### config.mk
export PLATFORM = sky130hd
export DESIGN_NAME = sw_debounce
export DESIGN_NICKNAME = d
export VERILOG_FILES = /design/src/rtl/sw_debounce.sv
export SDC_FILE = /design/constraint.sdc
export NUM_CORES = 1
export LEC_CHECK = 0
export ABC_AREA = 1
export ABC_CLOCK_PERIOD_IN_PS = 1350
export BUFFER_PORTS_ARGS = -buffer_cell sky130_fd_sc_hd__buf_4
export CELL_PAD_IN_SITES_DETAIL_PLACEMENT = 0
export CELL_PAD_IN_SITES_GLOBAL_PLACEMENT = 2
export CORE_ASPECT_RATIO = 2
export CORE_MARGIN = 1
export CORE_UTILIZATION = 34
export DETAILED_ROUTE_END_ITERATION = 10
export GPL_TIMING_DRIVEN = 0
export PLACE_DENSITY = 0.76
export SYNTH_ARGS = -nofsm -noshare
export SYNTH_HDL_FRONTEND = slang
export SYNTH_SLANG_ARGS = --single-unit
export TNS_END_PERCENT = 10
### constraint.sdc
create_clock -name clk -period 1.35 [get_ports clk]
set_clock_uncertainty 0.05 [all_clocks]
set_input_delay 0.2025 -clock clk [delete_from_list [all_inputs] [get_ports clk]]
set_output_delay 0.2025 -clock clk [all_outputs]
set_load 0.01 [all_outputs]
### src/rtl/sw_debounce.sv
// sw_debounce: synchronise and debounce board switches feeding the priority encoder.
//
// Build option: define SW_DEBOUNCE_BYPASS_EN to drop the stability counters for
// fast simulation (stab follows the synchroniser directly, busy tied low).
//
// Ports:
//   clk      - system clock, all state on rising edge
//   rst_n    - asynchronous active-low reset
//   sw_in    - raw bouncing data switches [WIDTH-1:0]
//   en_in    - raw bouncing enable switch
//   x_out    - debounced data switches (encoder x)
//   en_out   - debounced enable (encoder en)
//   changed  - one-cycle pulse when any bit of {en_out, x_out} takes a new value
//   busy     - high while any lane has a candidate change pending
module sw_debounce #(
   parameter int WIDTH         = 8,
   parameter int STABLE_CYCLES = 50000,
   parameter int CNT_W         = 16
) (
   input  logic             clk,
   input  logic             rst_n,
   input  logic [WIDTH-1:0] sw_in,
   input  logic             en_in,
   output logic [WIDTH-1:0] x_out,
   output logic             en_out,
   output logic             changed,
   output logic             busy
);
   // Counter peaks at STABLE_CYCLES-1 and must never wrap.
   generate
      if (STABLE_CYCLES < 1 || ((STABLE_CYCLES - 1) >> CNT_W) != 0) begin : g_bad_cfg
         $error("sw_debounce: STABLE_CYCLES must be in 1 .. 2**CNT_W");
      end
   endgenerate
   // Lane WIDTH carries the enable switch; lanes below it carry sw_in.
   logic [WIDTH:0] raw, s1, s2, stab, stab_nxt;
   assign raw    = {en_in, sw_in};
   assign x_out  = stab[WIDTH-1:0];
   assign en_out = stab[WIDTH];
`ifdef SW_DEBOUNCE_BYPASS_EN
   assign stab_nxt = s2;
   assign busy     = 1'b0;
`else
   localparam logic [CNT_W-1:0] cnt_max = CNT_W'(STABLE_CYCLES - 1);
   logic [CNT_W-1:0] cnt [WIDTH+1];
   logic [CNT_W-1:0] cnt_nxt [WIDTH+1];
   // Any bounce back to the accepted value restarts the count from zero.
   always_comb begin
      stab_nxt = stab;
      busy     = 1'b0;
      for (int j = 0; j <= WIDTH; j++) begin
         cnt_nxt[j] = '0;
         if (s2[j] != stab[j]) begin
            if (cnt[j] == cnt_max) stab_nxt[j] = s2[j];
            else cnt_nxt[j] = cnt[j] + 1'b1;
         end
         busy = busy | (cnt[j] != '0);
      end
   end
   always_ff @(posedge clk or negedge rst_n) begin
      if (!rst_n) cnt <= '{default: '0};
      else cnt <= cnt_nxt;
   end
`endif
   // changed is registered alongside stab so it lines up with the new output value.
   always_ff @(posedge clk or negedge rst_n) begin
      if (!rst_n) begin
         s1      <= '0;
         s2      <= '0;
         stab    <= '0;
         changed <= 1'b0;
      end else begin
         s1      <= raw;
         s2      <= s1;
         stab    <= stab_nxt;
         changed <= |(stab_nxt ^ stab);
      end
   end
endmodule

# Word-level counts from Yosys, hierarchy flattened

Index checks and enable logic that the tools add are counted.

Bits of input ports: 11
Logic and storage cells: 95
Register bits after elaboration: 172
Output and inout bits: 11

Add/subtract/negate cells: 9
Reductions and logical operators: 10
Equal/unequal tests: 18
Muxes and demuxes: 36
Bitwise operators: 9

Operators by type and width:

| cell                  | number |
|---|---|
| $mux 16               | 18 |
| $add 16x1->16 const B | 9 |
| $eq 16x16->1 const B  | 9 |
| $reduce_bool 16->1    | 9 |
| $mux 1                | 18 |
| $ne 1x1->1            | 9 |
| $reduce_or 9->1       | 1 |
| $xor 9x9->9           | 1 |
| $or 1x1->1            | 8 |

# Depth between registers and ports, before layout

Depth after elaboration: 9
Depth in mapped cells: 9
Mapped depth without buffers: 9

# Worst setup path after synthesis

Ideal clock, no wire load.

Path kind: register -> register
Start point: reg cnt[16] (netlist bit)
End point: reg cnt[30] (netlist bit)
Period minus slack after synthesis: 1.434 ns
Required time: 1.222 ns
Arrival: 1.307 ns
Buffers on the path: 0
Slack: -0.084 ns
Library setup time: 0.078 ns
Stages on the path, launching flop included: 7
Cells stage by stage: dfrtp_1 ha_1 nand3_1 nor2_1 a21oi_2 inv_1 a21oi_1

RTL lines:

| element                  | line | source |
|---|---|---|
| start: declaration       | 45   | `logic [CNT_W-1:0] cnt [WIDTH+1];` |
| start signal: assignment | 62   | `else cnt <= cnt_nxt;` |

# Worst setup path after layout

Start point: reg cnt[49] (netlist bit)
End point: out busy

Longest elaborated chain between the ends: 5

Ends and longest elaborated chain:

| element                 | line | source |
|---|---|---|
| $reduce_bool 16->1      | 57   | `busy = busy \| (cnt[j] != '0);` |
| $or 1x1->1 (4 in a row) | 57   |  |
| end: declaration        | 27   | `output logic busy` |

Every way passes these cells.

==> out/results.ini <==
[logic_synthesis]
synth_area_mm2 = 0.00938
yosysWarnings = 0
synth_cell_type_count = 32
ys_ff_latch = 172
synthArstFlopShare_pct = 100
synth_edf_count = 0
synthFlopType = dfrtp_1
ys_seq_area_share_pct = 45.9
syn_area_per_cell_um2 = 7.70
syn_nets = 1247
synth_cells = 1218

[worst_setup_path]
start_kind = register
crit_path_cell_trace = inv_1 -> ha_2 -> inv_1 -> nor2_1 -> nand4_1 -> nor2_2 -> nand2_1 -> nor2_1 -> nand3_1 -> buf_6
critPathKind = register to output port
critical_path_required_ps = 1100
arrival_ps = 1860
r2r_start = cnt[48]$_DFF_PN0_
cp_max_fo = 3
slowest_delay_ps = 400
cp_slowest_cell = dfrtp_1
endpoint_kind = output port
critPathLaunch = cnt[49]$_DFF_PN0_

[worst_hold_path]
hp-class = input pin to asynchronous set/reset pin

[status]
violations = hold timing, setup timing
outcome = finished with violations

[global_routing]
grt_pass1_vias = 8275
antenna_found_initial = 0
track_usage_pct = 19.6
grt_max_degree = 88
grt_pass1_wl_um = 42300
grt_overflow_total = 0

[timing]
final_max_slew_viol_count = 0
post-route-period-util_pct = 157
finalHoldViolCount = 85
min_period_ps = 2110
rsz0062_at_grt = true
finalSetupTns_ps = -9300
fmax_mhz = 473
tightest_slew_ps = 707
relSlewSlack_pct = 52.9
setup_ws_ps = -763
whs_ps = -303
setup_viol = 89

[routing]
post_drt_wl_per_cell_um = 15.7
vias = 7910
drt_wl_total_um = 26100
drc = 0
drt_iter0_drc = 294
via_per_inst = 4.77
ant_nets = 0
drtPass1Iterations = 5

[flow_run]
cap_violations = 0

[clocking]
clock_latency_ps = 450
clkTransAtPathRegs_ps = 70
cts.sinks = 172
clk_path_buf_depth = 2
cts.htree.levels = 4
hold_buffers = 9
cts_root_buffer = clkbuf_16
cts_tree = done
cts_buffers = 17

[final_layout]
layoutNonFillerInstCount = 1657
fin_area_mm2 = 0.0119
antenna_cells = 0
final_layout_size_suffix_gt1_share_pct = 25.3
syn_to_final_growth_pct = 26.5
layout.nets = 1325

[floorplan]
fp.dieH_um = 237
core_mm2 = 0.0270
boundaryPins = 22
num_rows = 85
start_util_pct = 34.7
die_area_mm2 = 0.0283
die_w_um = 119

[placed_design]
io_buffers = 21
dpl-instance-area_mm2 = 0.0100
dp_cells = 1588
pre_cts_slack_ps = -494
gp_congestion = 0.840
post-dp-hpwl_um = 19700

[power_and_ir_drop]
irDropWorstVdd_v = 0.000880
p_per_area_mw_per_mm2 = 904
p_leak_uw = 0.00508

## metal layers
metal | part of all wire (%) | global-route usage [%]
met1 | 36 | 19.0
met2 | 59 | 39.5
met3 | 2.0 | 3.56
met4 | 2.9 | 7.61
met5 | 0 | 0
## final cells by class
type | count | area [um^2]
multi-input cells | 884 | 5330
repair buffers | 59 | 569
clock buffers | 23 | 478
fillers | 2785 | 15200
flip-flops and latches | 172 | 4360
clock inverters | 9 | 65.1
inverters | 162 | 622
well taps | 348 | 435
## logic make-up after synthesis
group,share of synthesized area [%]
simple gates,35.0
flops,45.9
buf+inv,6.49
xor+xnor,6.35
compound gates,3.88
fa+ha+maj,2.40
## power by group
| part | internal (uW) | total, uW | switching [uW] |
|---|---|---|---|
| sequential | 5250 | 5360 | 108 |
| combinational | 281 | 723 | 442 |
| clock | 2500 | 4640 | 2140 |
## through the flow
step           power, uW  utilization, %
2_1_floorplan       5710               -
3_3_place_gp        5980            37.0
3_5_place_dp        6000            37.2
4_1_cts            10900            42.3
5_1_grt            11200            43.9
6_report           10700            43.9
## sequential cells by signal, indices dropped and copies added, names as in the netlist
register and flops:
s1 9, changed 1, stab 9, s2 9
cnt 144
## layout by cell type, fill, tap and decap left out, types with 32 or more instances in the layout
master	synthesis	layout
nor2_1	297	249
nand2_1	217	187
dfrtp_1	172	131
inv_1	157	130
nand3_1	80	65
xor2_1	57	51
dfrtp_2	0	41
nor3_1	52	40
buf_4	0	37
nor2_2	6	35
nand4_1	34	34
a21oi_1	34	32
## critical path: cells and delay by family (launching register included)
family | cells | cell delay, ps
flops | 1 | 400
fa+ha+maj | 1 | 180
simple gates | 6 | 590
buf+inv | 3 | 250
## cells in the mapped netlist, types with 13 or more instances
master,instances,area (um^2)
nand4_1,34,213
dfrtp_1,172,4300
xor2_1,57,499
nor2_1,297,1110
ha_1,18,225
inv_1,157,589
nand3_1,80,400
nor3_1,52,260
nand2_1,217,815
a21oi_1,34,170
nor3_2,13,130
## final timing paths
| path | end | slack [ps] | cells after the start |
|---|---|---|---|
| max | busy | -760 | 10 |
| min | cnt[75]$_DFF_PN0_ | -300 | 1 |
| max reg2reg | cnt[62]$_DFF_PN0_ | -360 | 8 |
| min reg2reg | s2[7]$_DFF_PN0_ | 300 | 0 |
| max in group asynchronous | cnt[36]$_DFF_PN0_ | 620 | 2 |
| min in group clk | s2[7]$_DFF_PN0_ | 300 | 0 |
## what timing repair did
item | CTS | global route
gates cloned | 0 | 0
gates resized for setup | 157 | 121
endpoints found under the setup margin | 134 | 143
buffers inserted | 22 | 11
endpoints found under the hold margin | 94 | 85
pin swaps | 33 | 35
(Power assumes the default switching activity.)
